### config.mk
export PLATFORM = sky130hd
export DESIGN_NAME = pad_addr_seq
export DESIGN_NICKNAME = d
export VERILOG_FILES = /design/src/rtl/pad_addr_pkg.sv /design/src/rtl/pad_addr_outer_cnt.sv /design/src/rtl/pad_addr_seq.sv
export SDC_FILE = /design/constraint.sdc
export NUM_CORES = 1
export LEC_CHECK = 0
export ABC_AREA = 1
export BUFFER_PORTS_ARGS = -buffer_cell sky130_fd_sc_hd__buf_2
export CAP_MARGIN = 0
export CORE_ASPECT_RATIO = 1.5
export CORE_UTILIZATION = 30
export CTS_BUF_LIST = sky130_fd_sc_hd__clkbuf_8
export DETAILED_ROUTE_END_ITERATION = 10
export HOLD_SLACK_MARGIN = 0.05
export PLACE_DENSITY_LB_ADDON = 0.1
export SYNTH_ARGS = -nofsm -noshare
export SYNTH_HDL_FRONTEND = slang
export SYNTH_SLANG_ARGS = --single-unit
### constraint.sdc
create_clock -name clk -period 6.7 [get_ports clk]
set_input_delay 1.34 -clock clk [delete_from_list [all_inputs] [get_ports clk]]
set_output_delay 1.34 -clock clk [all_outputs]
set_load 0.03 [all_outputs]
### src/rtl/pad_addr_pkg.sv
// Shared widths, sequencer state encoding and command payload for the padded address generator.
package pad_addr_pkg;

    localparam int unsigned ADDR_W = 13;
    localparam int unsigned CNT_W  = 13;
    localparam int unsigned REP_W  = 8;
    localparam int unsigned N_LOOP = 4;

    typedef enum logic [1:0] {
        S_IDLE,
        S_INIT,
        S_RUN,
        S_DONE
    } seq_state_e;

    // Loop index 3 is the innermost sweep, index 0 the outermost.
    typedef struct packed {
        logic [ADDR_W-1:0]             base;
        logic [N_LOOP-1:0][ADDR_W-1:0] gap;
        logic [N_LOOP-1:0][CNT_W-1:0]  lenth;
        logic [REP_W-1:0]              repeat_num;
    } pad_addr_cfg_t;

endpackage

### src/rtl/pad_addr_outer_cnt.sv
// Three-level odometer mirroring loops 2/1/0 (loop2 fastest); flags the final outer position.
module pad_addr_outer_cnt
    import pad_addr_pkg::*;
(
    input  logic             clk,
    input  logic             rst,
    input  logic             clr,
    input  logic             adv,
    input  logic [CNT_W-1:0] len2,
    input  logic [CNT_W-1:0] len1,
    input  logic [CNT_W-1:0] len0,
    output logic             last_c
);

    logic [CNT_W-1:0] o2_q;
    logic [CNT_W-1:0] o1_q;
    logic [CNT_W-1:0] o0_q;
    logic             end2;
    logic             end1;
    logic             end0;

    assign end2   = (o2_q == len2);
    assign end1   = (o1_q == len1);
    assign end0   = (o0_q == len0);
    assign last_c = end2 & end1 & end0;

    always_ff @(posedge clk or posedge rst) begin
        if (rst) begin
            o2_q <= '0;
            o1_q <= '0;
            o0_q <= '0;
        end else if (clr) begin
            o2_q <= '0;
            o1_q <= '0;
            o0_q <= '0;
        end else if (adv) begin
            if (!end2) begin
                o2_q <= o2_q + CNT_W'(1);
            end else begin
                o2_q <= '0;
                if (!end1) begin
                    o1_q <= o1_q + CNT_W'(1);
                end else begin
                    o1_q <= '0;
                    o0_q <= end0 ? '0 : o0_q + CNT_W'(1);
                end
            end
        end
    end

endmodule

### src/rtl/pad_addr_seq.sv
// Sequencer for the 4-level padded address generator: latches a command, steps the
// generator, replays each loop3 sweep and streams addresses on valid/ready.
module pad_addr_seq
    import pad_addr_pkg::*;
(
    input  logic                     clk,
    input  logic                     rst,
    input  logic                     cmd_start,
    input  logic                     cmd_abort,
    input  logic [ADDR_W-1:0]        cmd_base_addr,
    input  logic [N_LOOP*ADDR_W-1:0] cmd_gap,
    input  logic [N_LOOP*CNT_W-1:0]  cmd_lenth,
    input  logic [REP_W-1:0]         cmd_repeat_num,
    output logic [ADDR_W-1:0]        mu_base_addr,
    output logic [N_LOOP*ADDR_W-1:0] mu_gap,
    output logic [N_LOOP*CNT_W-1:0]  mu_lenth,
    output logic                     mu_init,
    output logic                     mu_step,
    output logic                     mu_record,
    output logic                     mu_repeat,
    input  logic [ADDR_W-1:0]        mu_addr,
    output logic                     out_valid,
    input  logic                     out_ready,
    output logic [ADDR_W-1:0]        out_addr,
    output logic                     out_last,
    output logic                     busy,
    output logic                     done
);

    seq_state_e       state_q;
    seq_state_e       state_d;
    pad_addr_cfg_t    cfg_q;
    pad_addr_cfg_t    cmd_cfg;
    logic [CNT_W-1:0] beat_q;
    logic [CNT_W-1:0] beat_d;
    logic [REP_W-1:0] rep_q;
    logic [REP_W-1:0] rep_d;
    logic             outer_adv;
    logic             outer_clr;
    logic             outer_last_c;
    logic             start_ok;
    logic             beat_end;
    logic             rep_end;

    assign cmd_cfg  = {cmd_base_addr, cmd_gap, cmd_lenth, cmd_repeat_num};
    assign start_ok = (state_q == S_IDLE) && cmd_start && !cmd_abort;
    assign beat_end = (beat_q == cfg_q.lenth[3]);
    assign rep_end  = (rep_q == cfg_q.repeat_num);

    assign mu_base_addr = cfg_q.base;
    assign mu_gap       = cfg_q.gap;
    assign mu_lenth     = cfg_q.lenth;
    assign out_addr     = mu_addr;
    assign busy         = (state_q != S_IDLE);

    pad_addr_outer_cnt u_outer (
        .clk    (clk),
        .rst    (rst),
        .clr    (outer_clr),
        .adv    (outer_adv),
        .len2   (cfg_q.lenth[2]),
        .len1   (cfg_q.lenth[1]),
        .len0   (cfg_q.lenth[0]),
        .last_c (outer_last_c)
    );

    always_ff @(posedge clk or posedge rst) begin
        if (rst) begin
            state_q <= S_IDLE;
            beat_q  <= '0;
            rep_q   <= '0;
        end else begin
            state_q <= state_d;
            beat_q  <= beat_d;
            rep_q   <= rep_d;
        end
    end

    always_ff @(posedge clk or posedge rst) begin
        if (rst) begin
            cfg_q <= '0;
        end else if (start_ok) begin
            cfg_q <= cmd_cfg;
        end
    end

    always_comb begin
        state_d   = state_q;
        beat_d    = beat_q;
        rep_d     = rep_q;
        outer_adv = 1'b0;
        outer_clr = 1'b0;
        mu_init   = 1'b0;
        mu_step   = 1'b0;
        mu_record = 1'b0;
        mu_repeat = 1'b0;
        out_valid = 1'b0;
        out_last  = 1'b0;
        done      = 1'b0;

        unique case (state_q)
            S_IDLE: begin
                if (start_ok) state_d = S_INIT;
            end
            S_INIT: begin
                mu_init = 1'b1;
                state_d = S_RUN;
            end
            S_RUN: begin
                out_valid = 1'b1;
                mu_record = (beat_q == '0) && (rep_q == '0);
                out_last  = beat_end && rep_end && outer_last_c;
                if (out_ready) begin
                    if (!beat_end) begin
                        mu_step = 1'b1;
                        beat_d  = beat_q + CNT_W'(1);
                    end else if (!rep_end) begin
                        // Replay: generator reloads the recorded sweep-start address.
                        mu_step   = 1'b1;
                        mu_repeat = 1'b1;
                        beat_d    = '0;
                        rep_d     = rep_q + REP_W'(1);
                    end else if (!outer_last_c) begin
                        mu_step   = 1'b1;
                        beat_d    = '0;
                        rep_d     = '0;
                        outer_adv = 1'b1;
                    end else begin
                        state_d = S_DONE;
                    end
                end
            end
            S_DONE: begin
                done      = 1'b1;
                beat_d    = '0;
                rep_d     = '0;
                outer_clr = 1'b1;
                state_d   = S_IDLE;
            end
            default: state_d = S_IDLE;
        endcase

        // Abort overrides everything, including a same-cycle accept.
        if (cmd_abort && (state_q != S_IDLE)) begin
            state_d   = S_IDLE;
            beat_d    = '0;
            rep_d     = '0;
            outer_adv = 1'b0;
            outer_clr = 1'b1;
            mu_init   = 1'b0;
            mu_step   = 1'b0;
            mu_record = 1'b0;
            mu_repeat = 1'b0;
            out_valid = 1'b0;
            out_last  = 1'b0;
            done      = 1'b0;
        end
    end

endmodule

**After elaboration in Yosys (flattened, before gate mapping)**

Cells that the tools add are included.

- Register bits: 187
- Input bits: 143
- Output and inout bits: 138
- Word-level logic and storage cells: 116

- Add/subtract/negate cells: 5
- Eq/ne operators: 15
- Multiplexer cells: 58
- Bitwise operators: 2
- Reduce and logical (&&, ||, !) cells: 20

Operator list:

| kind | number |
|---|---|
| 2-to-1 mux 13 bit | 17 |
| adder 13 x 1 -> 13 bit (second input constant) | 4 |
| equality test 13 bit | 4 |
| 2-to-1 mux 8 bit | 5 |
| 2-to-1 mux 1 bit | 27 |
| case mux 13 bit (2 select lines) | 1 |
| case mux 8 bit (2 select lines) | 1 |
| zero test 13 bit | 1 |
| 2-to-1 mux 2 bit | 6 |
| != test 3 bit (second input constant) | 4 |
| adder 8 x 1 -> 8 bit (second input constant) | 1 |
| equality test 8 bit | 1 |
| zero test 8 bit | 1 |
| case mux 2 bit (4 select lines) | 1 |
| nonzero test 2 bit | 4 |
| logical AND 1 bit | 6 |
| AND reduction 3 bit | 2 |
| != test 5 bit (second input constant) | 1 |
| AND reduction 5 bit | 1 |
| equality test 2 bit (second input constant) | 2 |
| != test 4 bit (second input constant) | 1 |
| AND reduction 4 bit | 1 |
| != test 3 x 2 -> 1 bit (second input constant) | 1 |
| nonzero test 3 bit | 1 |
| 5 further kinds | 6 |

**Logic depth before layout (Yosys ltp)**

Gate-level depths: netlist (run 1).

- Word-level depth: 11
- Depth in mapped cells: 15
- Gate-level depth less buffers: 14

**Hierarchy**

From an unflattened synthesis (run 1), not the netlist that was laid out.

- Cell total of the unflattened synthesis: 1,290
- Area total of the unflattened synthesis: 10,874.2 um^2

Modules (own cells, without submodules):

| module | times used | cells an instance | area an instance (um^2) | sequential area each (um^2) |
|---|---|---|---|---|
| pad_addr_seq | 1 | 788 | 7,800.0 | 3,703.6 |
| pad_addr_outer_cnt | 1 | 502 | 3,074.2 | 975.9 |

**Worst setup path after synthesis (run 1)**

OpenSTA, ideal clock, no wires.

- Path kind: input -> output
- From: input port cmd_abort
- To: output port mu_record
- Arrival time: 2,980 ps
- Data required time: 5,360 ps
- Path slack: 2,380 ps
- Stages: 5
- Buffers on the path: 0
- Path through: inv_1 nor2_1 nor2_2 nand4_1 nor4_1

- Cells in the longest elaborated chain, start to end: 2

Ends and longest elaborated chain:

| item | RTL line | text |
|---|---|---|
| start, declared | pad_addr_seq.sv:9 | `input logic cmd_abort,` |
| logical AND 1 bit | pad_addr_seq.sv:144 | `if (cmd_abort && (state_q != S_IDLE)) begin` |
| 2-to-1 mux 1 bit | pad_addr_seq.sv:144 |  |
| end, declared | pad_addr_seq.sv:19 | `output logic mu_record,` |

Every way passes these cells.

**Final worst setup path (run 1)**

- From: input port cmd_abort
- To: output port mu_repeat

- Cells in the longest elaborated chain, start to end: 2

Ends and longest elaborated chain:

| item | RTL line | text |
|---|---|---|
| logical AND 1 bit | pad_addr_seq.sv:144 |  |
| 2-to-1 mux 1 bit | pad_addr_seq.sv:144 |  |
| end, declared | pad_addr_seq.sv:20 | `output logic mu_repeat,` |

Every way passes these cells.

==> metrics.md, run 1 <==
| Metric | Value |
|---|---|
| Status | finished, final reports clean |
| Syn nets | between 1000 and 1500 |
| Reg2Reg Setup Slack | 3500 ps |
| Worst hold path endpoint | mu_base_addr[0] |
| Row count | 84 |
| Slew @ Worst Pin | approximately 1100 ps |
| Sequential area share after synthesis | 0.437 |
| Htree depth | 4 |
| Final Critical Period | around 4000 ps |
| Yosys warns | 0 |
| Setup WS pre-CTS | between 2000 and 3000 ps |
| Hold Path Depth | 1 |
| MaxCap Viol Count | 0 |
| IO Pins | 281 |
| Post-synth EDFFs | 0 |
| Final hold violations | 0 |
| Post-CTS sizing | 0 |
| CP max FO | 12 |
| Most common cell after layout, fill and taps aside | nand2_1 |
| Most frequent cells in the layout | nand2_1 (279), buf_2 (254), dfrtp_1 (187), nor2_1 (115), inv_1 (106) |
| Drt wl/cell | 15.1 µm |
| Die Ht | ~230 µm |
| Post-synthesis register bit count | about 190 |
| CTS tree | built |
| Post-DP HPWL | slightly above 20 mm |
| Post-route antenna net violation count | 0 |
| Clk_lat worst skew | 480 ps |
| Critical path buffer and inverter count | 3 |
| Setup TNS | 0 ps |
| # DRC | 0 |
| Maximum vdd drop | 0.000251 V |
| Iter 0 DRT Violations | 393 |
| Crit Reg-Reg Endpoint | u_outer.o1_q[7] |
| Avg Vias per Cell | 4.49 |
| Area of the core | about 35000 µm² |
| DIE AREA | around 37000 µm² |
| Total grt overflow | 0 |
| Leak pwr | between 5 and 6 nW |
| Final Cycle Share | 0.614 |
| First-pass iteration count of the detailed router | 5 |
| RSZ-0062 raised after global routing | no |
| Vias in the first global route | 8474 |
| Ys async rst share | 1.00 |
| Power density over the cells | 461 nW/µm² |
| Post CTS Setup Buffer Count | 0 |
| Clk sinks | 187 |
| Clock buffer depth | 2 |
| Top FF cell, synth | dfrtp_1 |
| Synthesis-to-finish area growth | 10.6% |
| Layout cells sized above 1 | 0.292 |
| Area after DPL | 11500 µm² |
| Largest net degree at the start of global routing | 163 |
| Final Skew | between 15 and 20 ps |
| CTS hold repair buffers | 0 |
| Worst path most repeated cell | buf_2 |
| Clock buffer count from CTS | 17 |
| Critical Path AT | 2770 ps |
| Critical Path Start Type | input port |
| Layout Nets | 1529 |
| Hold_sp | mu_base_addr[0] |
| Crit-path cells | buf_2, inv_1, nor2_1, nor2_2, nand2_1, nor3_1, buf_2 |
| Worst hold slack | 507 ps |
| Slowest-stage cell, CP | nor2_1 |
| Post-Syn Area | 10700 µm² |
| Max incr delay on CP | 650 ps |
| Routed vias | around 8400 |
| Post-route setup slack | 2590 ps |
| Synth unique cells | 36 |
| Final Instance Area | 11900 µm² |
| Reg2Reg Launch Point | state_q[0] |
| CP required | 5360 ps |
| Max Transition Viols Final | 0 |
| Rel. slew slack | 0.255 |
| First-pass GRT wire length | 44.4 mm |
| Die width | 156 µm |
| Port Buf Inserts | between 200 and 300 |
| GPL Wtd Cong | 0.804 |
| Initial core utilization | 0.305 |
| Mean Syn Cell Area | 8.48 µm² |
| GRT Resource Usage Total | 0.158 |
| Setup violations, final | 0 |
| Final WL | 28.0 mm |
| PnR Total Power | around 5.5 mW |
| Critical path class | in -> out |
| Clock transition at path regs | 100 ps |
| Worst reg2reg path depth | 10 |
| Crit path max-delay family | simple AND/OR/NAND/NOR gates |
| Initial antenna violation count | 1 |
| Syn Inst Count | 1264 |
| Setup crit end kind | output port |
| Worst min path class | reg -> reg |
| Peak Freq | 243 MHz |
| Root buffer cell | clkbuf_8 |
[how the worst max path moves through the flow]
| stage | startpoint | to | slack [ps] | cells after the start |
|---|---|---|---|---|
| CTS | cmd_abort | mu_repeat | 2590 | 7 |
| detailed placement | cmd_abort | mu_repeat | 2600 | 7 |
| global placement | cmd_abort | mu_repeat | 2640 | 7 |
| floorplan | rst | beat_q[0] | 270 | 1 |
| global route | cmd_abort | mu_repeat | 2410 | 7 |
| finish | cmd_abort | mu_repeat | 2590 | 7 |
[report_power, final]
part	total (mW)	switching [mW]	internal, mW	leakage, nW
registers	2.02	0.417	1.60	2.29
clock network	0.775	0.443	0.332	0.196
logic	2.67	1.78	0.886	3.45
total	5.46	2.64	2.82	5.94
[cell usage after synthesis, drive strengths merged (3+ instances only)]
cell,n,share of area
nor3b,3,0.0021
nand2,285,0.10
o21ai,36,0.017
clkbuf,22,0.0078
inv,113,0.040
or2,4,0.0023
nand3,79,0.037
xnor2,9,0.0074
nor2,121,0.045
ha,11,0.013
nor3,39,0.019
nand4,26,0.016
mux2,89,0.093
clkinv,3,0.0011
a21oi,45,0.021
buf,144,0.10
xor2,37,0.030
dfrtp,187,0.44
nor4,4,0.0023
nand3b,3,0.0021
[cells by family (layout without fill, tap and decap cells)]
family,Yosys count,in the layout,share of synthesized area
buffers and inverters,282,405,0.149
muxes,89,89,0.0935
other,0,1,0
xor gates and xnor gates,46,46,0.0376
AOI/OAI and AO/OA,84,84,0.0399
and+or+nand+nor,565,565,0.230
DFF,187,187,0.437
adders and majority gates,11,11,0.0128
[area by class of cell]
class | count | area [µm²]
flip-flops and latches | 187 | 4680
well taps | 473 | 592
multi-input cells | 795 | 4450
diodes | 1 | 2.50
clock inverters | 14 | 145
inverters | 116 | 443
repair buffers | 258 | 1310
fillers | 3823 | 23200
clock buffers | 17 | 234
[per-stage QoR]
step | util | cells
after floorplan | - | 1264
after global placement | 0.327 | 1829
after detailed placement | 0.327 | 1829
after CTS | 0.338 | 1860
after global routing | 0.338 | 1861
final | 0.338 | 1861
[worst register-to-register path, cell delays in order, from the launching register on]
cell	delay (ps)
dfrtp_1	410
inv_1	80
ha_1	260
nor2_1	680
nor2_1	170
inv_1	620
nor2_1	230
inv_2	290
nand2_4	180
nand2_1	110
nand2_1	50
[flip-flops by register name, summed over array words and instances (netlist names)]
signal,flops
u_outer.o1_q,13
u_outer.o2_q,13
mu_base_addr,13
rep_q,8
beat_q,13
state_q,2
mu_gap,52
cfg_q,8
mu_lenth,52
u_outer.o0_q,13
[per-layer routing]
metal	global-route usage	vias to the layer above	wire, µm
met5	0	-	0
li1	-	4142	-
met4	0.0625	0	639
met3	0.0343	31	1280
met1	0.170	3995	11000
met2	0.295	191	15100
(Power assumes the default switching activity.)
==> run 2, diff against run 1 <==
clock period = 3.7 ns   (was 6.7 ns; I/O delays follow)
==> run 2 against run 1 <==
  * Clock power grew 79%
  * Sequential power rose by 82%
  * Core utilization grew 0.30 points
  * Die area is the same
  * Via count up 0.37%
==> metrics.md, run 2 (same netlist as run 1, synthesis figures left out) <==
| Metric | Value |
|---|---|
| RSZ-0062 raised after global routing | no |
| Total grt overflow | 0 |
| Area of the core | 35100 µm² |
| Final Cycle Share | 0.867 |
| N_diodes | 0 |
| Grt met2 use | 0.292 |
| Most common cell after layout, fill and taps aside | nand2_1 |
| Final Critical Period | 3210 ps |
| Die Ht | 234 µm |
| Power density over the cells | 829 nW/µm² |
| Clock buffer count from CTS | 17 |
| Final hold violations | 0 |
| Critical Path Start Type | register |
| Critical Path AT | 2470 ps |
| Post CTS Setup Buffer Count | 0 |
| Post-route antenna net violation count | 0 |
| Htree depth | 4 |
| Max Transition Viols Final | 0 |
| GR Util met3 | 0.0343 |
| Multi-input gate area in the final layout | 4450 µm² |
| Final WL | 28.1 mm |
| GR Util met1 | 0.169 |
| Reg2Reg Setup Slack | 980 ps |
| CTS hold repair buffers | 0 |
| Row count | 84 |
| PnR Total Power | 9.92 mW |
| Setup violations, final | 0 |
| First-pass GRT wire length | 44.5 mm |
| Post-DP HPWL | about 21 mm |
| # DRC | 0 |
| Setup crit end kind | output port |
| Maximum vdd drop | approximately 0.00035 V |
| First-pass iteration count of the detailed router | 4 |
| Clk_lat worst skew | 500 ps |
| Slew @ Worst Pin | 714 ps |
| Setup TNS | 0 ps |
| Avg Vias per Cell | roughly 4.5 |
| Register Area | 4680 µm² |
| Clock buffer depth | 2 |
| Routed vias | between 8000 and 9000 |
| Root buffer cell | clkbuf_8 |
| Critical path class | reg -> out |
| Port Buf Inserts | around 250 |
| CP max FO | 12 |
| DIE AREA | around 37000 µm² |
| Rel. slew slack | 0.524 |
| Clock transition at path regs | 120 ps |
| Die width | 156 µm |
| Fillers | 3858 |
| GPL Wtd Cong | a little over 0.8 |
| Leak pwr | 5.99 nW |
| GRT Resource Usage Total | 0.158 |
| Largest net degree at the start of global routing | 66 |
| Most frequent cells in the layout | nand2_1 (279), buf_2 (254), dfrtp_1 (187), nor2_1 (115), inv_1 (104) |
| Initial antenna violation count | 0 |
| Final Skew | 18.3 ps |
| IO Pins | 281 |
| Status | finished, final reports clean |
| CTS tree | built |
| Peak Freq | a little over 300 MHz |
| Synthesis-to-finish area growth | 11.6% |
| Iter 0 DRT Violations | 361 |
| Worst min path class | in -> async |
| Initial core utilization | 0.305 |
| Clk sinks | 187 |
| Vias in the first global route | around 8600 |
| MaxCap Viol Count | 0 |
| Layout cells sized above 1 | 0.298 |
| Drt wl/cell | roughly 15 µm |
| Post-CTS sizing | 0 |
| GR peak layer | met2 |
| CP required | 2960 ps |
| Layout Nets | between 1500 and 2000 |
run 2: worst paths after layout:
path                               start                to  cells past startpoint
setup / recovery              state_q[0]         mu_record                      8
hold / removal                       rst        mu_gap[12]                      2
setup reg to reg              state_q[0]  u_outer.o1_q[12]                     12
hold reg to reg               mu_gap[24]        mu_gap[24]                      1
max in group asynchronous            rst      mu_lenth[20]                      3
min in group clk           cmd_lenth[43]      mu_lenth[43]                      2
run 2: cell type report:
type	count	share of cell area
well taps	473	0.0495
inverters	116	0.0367
clock inverters	13	0.0104
flip-flops and latches	187	0.391
clock buffers	19	0.0219
repair buffers	267	0.119
multi-input cells	795	0.372
run 2: through the flow:
stage,hold WS [ps],area (µm²),util,worst slack [ps],instances
floorplan,463,10700,-,554,1264
global placement,483,11600,0.330,898,1838
detailed placement,487,11600,0.330,847,1838
CTS,164,12000,0.341,447,1870
global route,191,12000,0.341,262,1870
finish,205,12000,0.341,493,1870
run 2: layer usage:
layer / part of all wire / vias to the layer above
li1: - / 4164
met1: 0.39 / 3957
met4: 0.033 / 0
met2: 0.53 / 225
met5: 0 / -
met3: 0.050 / 44
run 2: worst max-delay path, stage by stage (launching register included):
cell and delay, ps:
dfrtp_1 430, inv_1 100, ha_1 260, nor2_1 70, buf_4 180, nor2_2 250, nand4_1 120, nor4_1 310
buf_2 260
run 2: report_power, final:
| group | internal, mW | total (mW) | switching (mW) |
|---|---|---|---|
| logic | 1.63 | 4.86 | 3.22 |
| clock network | 0.534 | 1.39 | 0.855 |
| registers | 2.90 | 3.67 | 0.768 |
| total | 5.07 | 9.92 | 4.85 |
